==> src/rtl/dmem_bus_adapter.sv <==
// dmem_bus_adapter: single-outstanding MEM-stage load/store adapter onto a valid/ready data bus.
// Optional WAIT_RESP/DRAIN response timeout is built in when DMEM_BUS_TIMEOUT_EN is defined.
module dmem_bus_adapter #(
  parameter int unsigned TIMEOUT_CYCLES = 255
) (
  input  logic        clk_i,
  input  logic        rst_i,
  input  logic        req_valid_i,
  input  logic        req_we_i,
  input  logic [31:0] req_addr_i,
  input  logic [31:0] req_wdata_i,
  input  logic [3:0]  req_wstrb_i,
  input  logic        req_misaligned_i,
  output logic        req_ready_o,
  input  logic        flush_i,
  output logic        stall_o,
  output logic        resp_valid_o,
  output logic [31:0] resp_rdata_o,
  output logic        resp_err_o,
  output logic        resp_misaligned_o,
  output logic        dbus_req_valid_o,
  input  logic        dbus_req_ready_i,
  output logic [31:0] dbus_addr_o,
  output logic        dbus_we_o,
  output logic [31:0] dbus_wdata_o,
  output logic [3:0]  dbus_wstrb_o,
  input  logic        dbus_resp_valid_i,
  input  logic [31:0] dbus_rdata_i,
  input  logic        dbus_err_i
);

  typedef enum logic [1:0] {IDLE, REQ, WAIT_RESP, DRAIN} state_e;

  state_e      state_q, state_d;
  logic [29:0] addr_q, addr_d;
  logic        we_q, we_d;
  logic [31:0] wdata_q, wdata_d;
  logic [3:0]  wstrb_q, wstrb_d;
  logic        resp_valid_q, resp_valid_d;
  logic        resp_err_q, resp_err_d;
  logic        resp_mis_q, resp_mis_d;
  logic [31:0] resp_rdata_q, resp_rdata_d;
  logic        tmo_hit;

`ifdef DMEM_BUS_TIMEOUT_EN
  localparam int unsigned CLOG_W = $clog2(TIMEOUT_CYCLES + 1);
  localparam int unsigned CNT_W  = (CLOG_W > 8) ? CLOG_W : 8;

  logic [CNT_W-1:0] cnt_q, cnt_d;

  // Any state change clears the counter, which covers entry to WAIT_RESP and DRAIN.
  always_comb begin
    cnt_d = cnt_q;
    if (state_d != state_q) begin
      cnt_d = '0;
    end else if ((state_q == WAIT_RESP || state_q == DRAIN) && !dbus_resp_valid_i) begin
      cnt_d = cnt_q + CNT_W'(1);
    end
  end

  always_ff @(posedge clk_i) begin
    if (rst_i) cnt_q <= '0;
    else       cnt_q <= cnt_d;
  end

  assign tmo_hit = (cnt_q == CNT_W'(TIMEOUT_CYCLES));
`else
  assign tmo_hit = 1'b0;
  // TIMEOUT_CYCLES only shapes logic when the timeout is built in.
  if (TIMEOUT_CYCLES == 0) begin : g_no_timeout
  end
`endif

  always_ff @(posedge clk_i) begin
    if (rst_i) begin
      state_q      <= IDLE;
      addr_q       <= '0;
      we_q         <= 1'b0;
      wdata_q      <= '0;
      wstrb_q      <= '0;
      resp_valid_q <= 1'b0;
      resp_err_q   <= 1'b0;
      resp_mis_q   <= 1'b0;
      resp_rdata_q <= '0;
    end else begin
      state_q      <= state_d;
      addr_q       <= addr_d;
      we_q         <= we_d;
      wdata_q      <= wdata_d;
      wstrb_q      <= wstrb_d;
      resp_valid_q <= resp_valid_d;
      resp_err_q   <= resp_err_d;
      resp_mis_q   <= resp_mis_d;
      resp_rdata_q <= resp_rdata_d;
    end
  end

  always_comb begin
    state_d      = state_q;
    addr_d       = addr_q;
    we_d         = we_q;
    wdata_d      = wdata_q;
    wstrb_d      = wstrb_q;
    resp_valid_d = 1'b0;
    resp_err_d   = 1'b0;
    resp_mis_d   = 1'b0;
    resp_rdata_d = resp_rdata_q;
    unique case (state_q)
      IDLE: begin
        if (req_valid_i && !flush_i) begin
          addr_d  = req_addr_i[31:2];
          we_d    = req_we_i;
          wdata_d = req_wdata_i;
          wstrb_d = req_we_i ? req_wstrb_i : 4'h0;
          if (req_misaligned_i) begin
            resp_valid_d = 1'b1;
            resp_mis_d   = 1'b1;
          end else begin
            state_d = REQ;
          end
        end
      end
      REQ: begin
        if (flush_i) begin
          state_d = dbus_req_ready_i ? DRAIN : IDLE;
        end else if (dbus_req_ready_i) begin
          state_d = WAIT_RESP;
        end
      end
      WAIT_RESP: begin
        // A flush coinciding with the response has nothing left to drain.
        if (flush_i) begin
          state_d = dbus_resp_valid_i ? IDLE : DRAIN;
        end else if (dbus_resp_valid_i) begin
          state_d      = IDLE;
          resp_valid_d = 1'b1;
          resp_rdata_d = dbus_rdata_i;
          resp_err_d   = dbus_err_i;
        end else if (tmo_hit) begin
          state_d      = IDLE;
          resp_valid_d = 1'b1;
          resp_rdata_d = '0;
          resp_err_d   = 1'b1;
        end
      end
      DRAIN: begin
        if (dbus_resp_valid_i || tmo_hit) state_d = IDLE;
      end
      default: state_d = IDLE;
    endcase
  end

  always_comb begin
    req_ready_o       = (state_q == IDLE);
    stall_o           = !resp_valid_q && ((state_q != IDLE) || req_valid_i);
    dbus_req_valid_o  = (state_q == REQ);
    dbus_addr_o       = {addr_q, 2'b00};
    dbus_we_o         = we_q;
    dbus_wdata_o      = wdata_q;
    dbus_wstrb_o      = wstrb_q;
    resp_valid_o      = resp_valid_q;
    resp_rdata_o      = resp_rdata_q;
    resp_err_o        = resp_err_q;
    resp_misaligned_o = resp_mis_q;
  end

endmodule

==> config.mk <==
export PLATFORM = sky130hd
export DESIGN_NAME = dmem_bus_adapter
export DESIGN_NICKNAME = d
export VERILOG_FILES = /design/src/rtl/dmem_bus_adapter.sv
export SDC_FILE = /design/constraint.sdc
export NUM_CORES = 1
export LEC_CHECK = 0
export ABC_AREA = 1
export BUFFER_PORTS_ARGS = -buffer_cell sky130_fd_sc_hd__buf_2
export CELL_PAD_IN_SITES_DETAIL_PLACEMENT = 1
export CELL_PAD_IN_SITES_GLOBAL_PLACEMENT = 1
export CORE_ASPECT_RATIO = 1.1
export CORE_MARGIN = 8
export CORE_UTILIZATION = 25
export CTS_CLUSTER_DIAMETER = 150
export CTS_CLUSTER_SIZE = 40
export DETAILED_ROUTE_END_ITERATION = 6
export PLACE_DENSITY = 0.7
export SKIP_LAST_GASP = 1
export SLEW_MARGIN = 20
export SYNTH_ARGS = -nofsm -noshare
export SYNTH_HDL_FRONTEND = slang
export SYNTH_SLANG_ARGS = --single-unit
==> constraint.sdc <==
create_clock -name clk_i -period 2 [get_ports clk_i]
set_clock_uncertainty 0.2 [all_clocks]
set_input_delay 0.2 -clock clk_i [delete_from_list [all_inputs] [get_ports clk_i]]
set_output_delay 0.2 -clock clk_i [all_outputs]
set_load 0.02 [all_outputs]
# ---- After elaboration in Yosys (flattened, before gate mapping)
# Cells that the tools add are included.
# Widths: inputs -> output; s select.
dict set report word_totals {
  register_bits 104
  inputBits 109
  out_inout_bits 107
  elab_cells 46
}
dict set report op_classes {
  n_eq_ne 6
  n_mux 15
  n_bitwise 4
  reduce_logical 12
}
# op count
set op_table {}
lappend op_table {{$mux 2} 8}
lappend op_table {{$pmux 2 s4} 1}
lappend op_table {{$reduce_and 3->1} 2}
lappend op_table {{$eq 2x2->1 const B} 2}
lappend op_table {{$mux 1} 4}
lappend op_table {{$mux 4} 1}
lappend op_table {{$not 1->1} 4}
lappend op_table {{$reduce_or 4->1} 1}
lappend op_table {{$ne 3x2->1 const B} 1}
lappend op_table {{$eq 2x1->1 const B} 1}
lappend op_table {{$logic_and 1x1->1} 2}
lappend op_table {{$logic_not 1->1} 2}
lappend op_table {{$logic_not 2->1} 1}
lappend op_table {{$ne 2x1->1 const B} 1}
lappend op_table {{$ne 2x2->1 const B} 1}
lappend op_table {{$pmux 1 s2} 1}
lappend op_table {{$reduce_and 2->1} 1}
lappend op_table {{$reduce_bool 2->1} 1}
lappend op_table {{$reduce_or 2->1} 1}
lappend op_table {{$logic_or 1x1->1} 1}

# ---- Longest topological paths before layout
# Gate-level depths: netlist of run 1.
dict set report logic_depth {
  word_depth 4
  ltp_mapped 6
}

# ---- Worst setup path before layout of run 1
# Ideal clock, no wire load.
dict set report synth_timing {
  kind {flip-flop to flip-flop}
  from {reg state_q[1]}
  to {reg wdata_q[19], in the netlist dbus_wdata_o[19]}
  setup_ps 132
  arrival_time_ps 1122
  path_slack_ps 545
  path_stages_with_launch 7
  period_less_slack_ps 1455
  path_cell_list {dfxtp_1 nor2_4 nand3_2 buf_6 buf_4 nand2_1 a21oi_1}
}
dict set report synth_via {
  elab_chain_cells 2
}
# element line_no
set synth_rtl {}
lappend synth_rtl {{from (decl)} 34} ;# state_e state_q, state_d;
lappend synth_rtl {{from (signal assigned)} 86} ;# state_q <= state_d;
lappend synth_rtl {{$logic_not 2->1} --}
lappend synth_rtl {{via req_ready_o} 14} ;# output logic req_ready_o,
lappend synth_rtl {{$reduce_and 2->1 (no line)} --}
lappend synth_rtl {{to (signal assigned)} 89} ;# wdata_q <= wdata_d;
lappend synth_rtl {{to (decl)} 37} ;# logic [31:0] wdata_q, wdata_d;
# The timed path passes the listed nets, and every way through them passes these cells.
# A chain may end at the register's enable or synchronous reset.

# ---- Worst setup path in the final report of run 1
dict set report layout_timing {
  from {reg state_q[1]}
  to {reg resp_valid_q, in the netlist resp_valid_o}
}
dict set report layout_via {
  elab_chain_cells 2
}
# element line_no
set layout_rtl {}
lappend layout_rtl {{$eq 2x2->1 / $logic_not 2->1 (equally long branches)} 108} ;# unique case (state_q)
lappend layout_rtl {{$pmux 1 s2 (*)} 108}
lappend layout_rtl {{to (signal assigned)} 91} ;# resp_valid_q <= resp_valid_d;
lappend layout_rtl {{to (decl)} 39} ;# logic resp_valid_q, resp_valid_d;
# Mark *: on every way between the ends. The rest lies on a longest branch, timed or not.

==> results.sh, run 1 <==
export IMPL_status="finished, final reports clean"
export IMPL_htree_levels=3
export IMPL_hpwlAfterDp_um=10100
export IMPL_utilization_pct=43.0
export IMPL_vias=4239
export IMPL_place_inst=847
export IMPL_clock_root_buffer="clkbuf_16"
export IMPL_dpl_instance_area_sq_mm=0.00489
export IMPL_die_area_sq_mm=0.0188
export IMPL_swShare_pct=25.3
export IMPL_final_area_sq_mm=0.00619
export IMPL_worstPathRequired_ns=2.08
export IMPL_seq_power_share_pct=47.4
export IMPL_grt_usage_pct=16.1
export IMPL_min_from="dbus_resp_valid_i"
export IMPL_tritoncts="built"
export IMPL_instances_no_fill=966
export IMPL_synth_area_sq_mm=0.00367
export IMPL_syn_inst=468
export IMPL_clk_pin_slew_worst_paths_ns=0.07
export IMPL_wl_per_cell_um=15.9
export IMPL_drtIter0Drc=134
export IMPL_ys_seq_area_share_pct=56.7
export IMPL_min_period_ns=1.71
export IMPL_numCtsBuffers=9
export IMPL_maxCapViolCount=0
export IMPL_core_sq_mm=0.0144
export IMPL_hold_path_end="state_q[1]"
export IMPL_clkSinkCount=104
export IMPL_ff2ff_setup_slack_ns=0.29
export IMPL_antenna_found_initial=1
export IMPL_rr_startpoint="state_q[1]"
export IMPL_ys_types=20
export IMPL_combPwrFrac_pct=15.4
export IMPL_dieHeight_um=143
export IMPL_cp_arrival_ns=1.78
export IMPL_vias_per_cell=4.39
export IMPL_tns_ns=0
export IMPL_num_rows=46
export IMPL_vdd_ir_drop_max_mv=0.359
export IMPL_reg2reg_depth=6
export IMPL_max_freq_mhz=586
export IMPL_timing_hold_ws_ns=0.0353
export IMPL_yosys_warnings=0
export IMPL_finalSetupViolations=0
export IMPL_final_hold_violation_count=0
export IMPL_grt_pass1_wl_um=24400
export IMPL_path_class="reg -> reg"
export IMPL_power_density_mw_per_mm2=745
export IMPL_ios=216
export IMPL_grt_start_max_net_pins=67
export IMPL_post_route_cells_drive_above_1_share_pct=31.0
export IMPL_cp_max_fo=21
export IMPL_setup_ws_ns=0.293
export IMPL_startpoint_type="flop"
export IMPL_syn_avg_cell_area_sq_um=7.85
export IMPL_cts_setup_buffers=0
export IMPL_min_path_cells=4
export IMPL_relSlewSlack_pct=63.4
export IMPL_p_sw_mw=1.17
export IMPL_dr_pass1_iters=4
export IMPL_min_path_type="in -> reg"
export IMPL_p_total_mw=4.61
export IMPL_clk_latency_ns=0.34
export IMPL_post_place_ws_ns=0.252
export IMPL_totalWireLength_um=15400
export IMPL_grt_setup_unrepaired="no"
export IMPL_report_final_slew_viol_count=0
export IMPL_nFillCells=1760
export IMPL_ctsLongestPathBuffers=2
export IMPL_drc=0
export IMPL_portBuffers=211
export IMPL_endpoint_kind="flop"
export IMPL_gp_congestion=0.747
export IMPL_die_x_um=132
export IMPL_syn_to_final_growth_pct=68.5
export IMPL_final_nets=876
export IMPL_p_int_mw=3.44
export IMPL_period_share_pct=85.4
export IMPL_ys_ff_latch=104
export IMPL_p_leak_nw=2.81
export IMPL_grt_overflow_total=0
export IMPL_r2r_end="resp_valid_o"
export IMPL_ant_nets=0
export IMPL_start_util_pct=25.5
export IMPL_grt_pass1_vias=4658
export IMPL_tightest_slew_ns=0.549
export IMPL_clock_power_share_pct=37.3
[power groups by stage]
stage          combinational [mW]  sequential [mW]  clock [mW]
2_1_floorplan               0.209             2.32           0
3_3_place_gp                0.533             2.22           0
3_5_place_dp                0.550             2.23           0
4_1_cts                     0.707             2.18        1.79
5_1_grt                     0.771             2.19        1.90
6_report                    0.709             2.18        1.72
[layout make-up]
class / instances / area, sq um / area share, %
timing repair buffer: 320 / 2170 / 35.0
sequential: 104 / 2080 / 33.6
multi-input combinational: 323 / 1380 / 22.3
tap: 192 / 240 / 3.88
clock buffer: 12 / 236 / 3.82
clock inverter: 4 / 45.0 / 0.728
inverter: 9 / 35.0 / 0.566
antenna: 2 / 5.00 / 0.0808
[per-layer routing]
layer / global-route usage [%] / vias up / share of wire [%]
li1: - / 2081 / -
met1: 17.8 / 1982 / 41
met2: 27.5 / 157 / 49
met3: 5.83 / 19 / 7.6
met4: 7.02 / 0 / 1.8
met5: 0 / - / 0
[flip-flops by register name, summed over array words and instances (netlist names)]
name,count
resp_misaligned_o,1
resp_rdata_o,32
dbus_wstrb_o,4
dbus_we_o,1
resp_err_o,1
addr_q,30
dbus_wdata_o,32
resp_valid_o,1
state_q,2
[Yosys cell counts, drive strengths merged]
library cell,count,share of area (%)
a21oi,102,14
buf,18,3.4
clkbuf,15,1.5
clkinv,1,0.14
conb,1,0.10
dfxtp,104,57
inv,8,0.82
nand2,204,21
nand3,4,0.68
nand4,1,0.34
nor2,7,1.1
nor3,1,0.14
nor3b,1,0.20
o21ai,1,0.14
[critical path, stage by stage, from the launching register on]
cell and delay, ns:
dfxtp_1 0.37, nor2_4 0.16, nand3_2 0.23, clkinv_2 0.14, buf_4 0.25, nand2_1 0.15
a21oi_1 0.14
[timing repair]
item | 4_1_cts | 5_1_grt
hold buffers | 101 | 0
resized for setup | 0 | 0
hold endpoints to repair | 102 | 0
[worst max path at each step]
stage               start                to  cells past startpoint
6_report       state_q[1]      resp_valid_o                      6
3_3_place_gp   state_q[1]      resp_valid_o                      6
5_1_grt        state_q[1]      resp_valid_o                      6
3_5_place_dp   state_q[1]      resp_valid_o                      6
4_1_cts        state_q[1]      resp_valid_o                      6
2_1_floorplan  state_q[1]  dbus_wdata_o[19]                      6
[cell families after synthesis]
family | after synthesis | share of synthesized area, %
compound gates | 103 | 14.0
buf+inv | 42 | 5.86
flops | 104 | 56.7
other cells | 1 | 0.102
simple gates | 218 | 23.3
[layout by cell type (no fill, tap or decap)]
| master | instances |
|---|---|
| dfxtp_1 | 104 |
| buf_12 | 3 |
| clkbuf_1 | 3 |
| nand4_2 | 1 |
| inv_1 | 6 |
| dlygate4sd3_1 | 101 |
| buf_2 | 210 |
| buf_4 | 6 |
| clkinv_2 | 4 |
| clkbuf_16 | 9 |
| a21oi_1 | 102 |
| nor2_4 | 2 |
| o21ai_0 | 1 |
| conb_1 | 2 |
| nor2_1 | 5 |
| nand2_1 | 204 |
| nand3_2 | 1 |
| nor3b_1 | 1 |
| diode_2 | 2 |
| nor3_1 | 1 |
| inv_2 | 2 |
| nand3_1 | 3 |
| bufinv_16 | 1 |
(Power assumes the default switching activity.)
==> run 2: changes to the inputs <==
- CELL_PAD_IN_SITES_DETAIL_PLACEMENT: 1 -> default
- CELL_PAD_IN_SITES_GLOBAL_PLACEMENT: 1 -> default
- PLACE_DENSITY: 0.7 -> 0.52
==> run 2 against run 1 <==
Against the previous run:
- worst hold slack got worse by 0.010 ns
- global-route usage fell by 1.8 points
- non-clock buffer count did not move
- sequential cell count did not move
- via count fell by 2.8%
- combinational power fell by 2%
- critical endpoint is now resp_rdata_o[13]
==> results.sh, run 2 (synthesized netlist as in run 1, its figures left out) <==
export IMPL_timing_hold_ws_ns=0.0254
export IMPL_worstPathRequired_ns=2.07
export IMPL_dpl_instance_area_sq_mm=0.00489
export IMPL_min_period_ns=1.67
export IMPL_hpwlAfterDp_um=9230
export IMPL_final_cell_mix="buf_2, nand2_1, dfxtp_1, a21oi_1, dlygate4sd3_1"
export IMPL_crit_chain="nand4_2, inv_2, nand2_1, a21oi_1"
export IMPL_status="finished, final reports clean"
export IMPL_p_sw_mw=1.18
export IMPL_post_route_cells_drive_above_1_share_pct=31.3
export IMPL_htree_levels=3
export IMPL_numCtsBuffers=9
export IMPL_final_area_sq_mm=0.00621
export IMPL_cts_hold_buf=101
export IMPL_ff2ff_setup_slack_ns=0.33
export IMPL_finalSetupViolations=0
export IMPL_num_rows=46
export IMPL_syn_to_final_growth_pct=69.1
export IMPL_core_sq_mm=0.0144
export IMPL_cp_arrival_ns=1.75
export IMPL_tns_ns=0
export IMPL_tightest_slew_ns=0.557
export IMPL_endpoint_kind="flop"
export IMPL_maxCapViolCount=0
export IMPL_grt_start_max_net_pins=69
export IMPL_vias_per_cell=4.27
export IMPL_die_x_um=132
export IMPL_setup_ws_ns=0.328
export IMPL_post_place_ws_ns=0.355
export IMPL_ios=216
export IMPL_drtIter0Drc=136
export IMPL_period_share_pct=83.6
export IMPL_combPwrFrac_pct=14.9
export IMPL_min_path_cells=4
export IMPL_min_path_type="in -> reg"
export IMPL_seq_power_share_pct=46.6
export IMPL_utilization_pct=43.2
export IMPL_power_density_mw_per_mm2=755
export IMPL_drc=0
export IMPL_grt_pass1_vias=4348
export IMPL_wl_per_cell_um=14.3
export IMPL_p_int_mw=3.51
export IMPL_swShare_pct=25.1
export IMPL_ant_nets=0
export IMPL_reg2reg_depth=4
export IMPL_cp_max_fo=32
export IMPL_dieHeight_um=143
export IMPL_dr_pass1_iters=4
export IMPL_hold_path_end="state_q[1]"
export IMPL_path_class="reg -> reg"
export IMPL_ctsLongestPathBuffers=2
export IMPL_max_freq_mhz=598
export IMPL_gp_congestion=0.746
export IMPL_portBuffers=211
export IMPL_totalWireLength_um=13800
export IMPL_relSlewSlack_pct=62.8
export IMPL_min_from="dbus_resp_valid_i"
export IMPL_grt_setup_unrepaired="no"
export IMPL_startpoint_type="flop"
export IMPL_vdd_ir_drop_max_mv=0.345
export IMPL_cts_setup_buffers=0
export IMPL_tritoncts="built"
export IMPL_rr_startpoint="state_q[1]"
export IMPL_antenna_found_initial=1
export IMPL_clkSinkCount=104
export IMPL_clock_root_buffer="clkbuf_16"
export IMPL_vias=4120
export IMPL_clock_power_share_pct=38.6
export IMPL_r2r_end="resp_rdata_o[13]"
export IMPL_die_area_sq_mm=0.0188
export IMPL_start_util_pct=25.5
export IMPL_report_final_slew_viol_count=0
export IMPL_grt_overflow_total=0
export IMPL_register_area_sq_mm=0.00208
export IMPL_worst_path_max_delay_cell="dfxtp_1"
export IMPL_final_hold_violation_count=0
export IMPL_cp_slowest_stage_delay_ns=0.45
export IMPL_clk_latency_ns=0.34
export IMPL_multiInputGateArea_sq_mm=0.00138
export IMPL_diodes=0
export IMPL_p_leak_nw=2.82
export IMPL_cts_resized_gates=0
export IMPL_grt_pass1_wl_um=22000
export IMPL_final_nets=876
export IMPL_final_common_cell="buf_2"
export IMPL_grt_usage_pct=14.3
export IMPL_clk_pin_slew_worst_paths_ns=0.07
export IMPL_nFillCells=1448
==> run 2: worst max-delay path by stage <==
stage	start	endpoint	slack (ns)	depth (start not counted)
floorplan	state_q[1]	dbus_wdata_o[19]	0.55	6
global placement	state_q[1]	addr_q[16]	0.39	6
detailed placement	state_q[1]	addr_q[8]	0.35	6
CTS	state_q[1]	stall_o	0.29	5
global route	state_q[1]	stall_o	0.21	5
finish	state_q[1]	resp_rdata_o[13]	0.33	4
==> run 2: layout make-up <==
type,instances,area share (%)
Timing Repair Buffer,320,34.9
Tap cell,192,3.87
Inverter,9,0.564
Clock buffer,11,4.07
Clock inverter,5,0.886
Sequential cell,104,33.5
Multi-Input combinational cell,323,22.2
==> run 2: power by group through the flow <==
stage                     Sequential (mW)  Combinational (mW)  Clock [mW]
final                                2.18               0.698        1.81
after global routing                 2.19               0.759        2.00
after CTS                            2.18               0.699        1.90
after detailed placement             2.23               0.543           0
after global placement               2.22               0.535           0
after floorplan                      2.32               0.209           0
==> run 2: metrics by stage <==
step                total power [mW]  instances
floorplan                       2.53        469
global placement                2.76        847
detailed placement              2.77        847
CTS                             4.78        964
global route                    4.95        964
finish                          4.69        964
==> run 2: per-layer routing <==
metal,wire length [um],track usage (%),up-vias
li1,-,-,2081
met1,5790,15.9,1862
met2,6590,24.2,161
met3,1240,5.97,14
met4,184,5.44,2
met5,10,0,-
==> run 2: critical path, delay by kind of cell (launching register included) <==
| kind | cells | cell delay (ns) |
|---|---|---|
| compound gates | 1 | 0.18 |
| simple gates | 2 | 0.32 |
| buf+inv | 1 | 0.44 |
| flops | 1 | 0.45 |
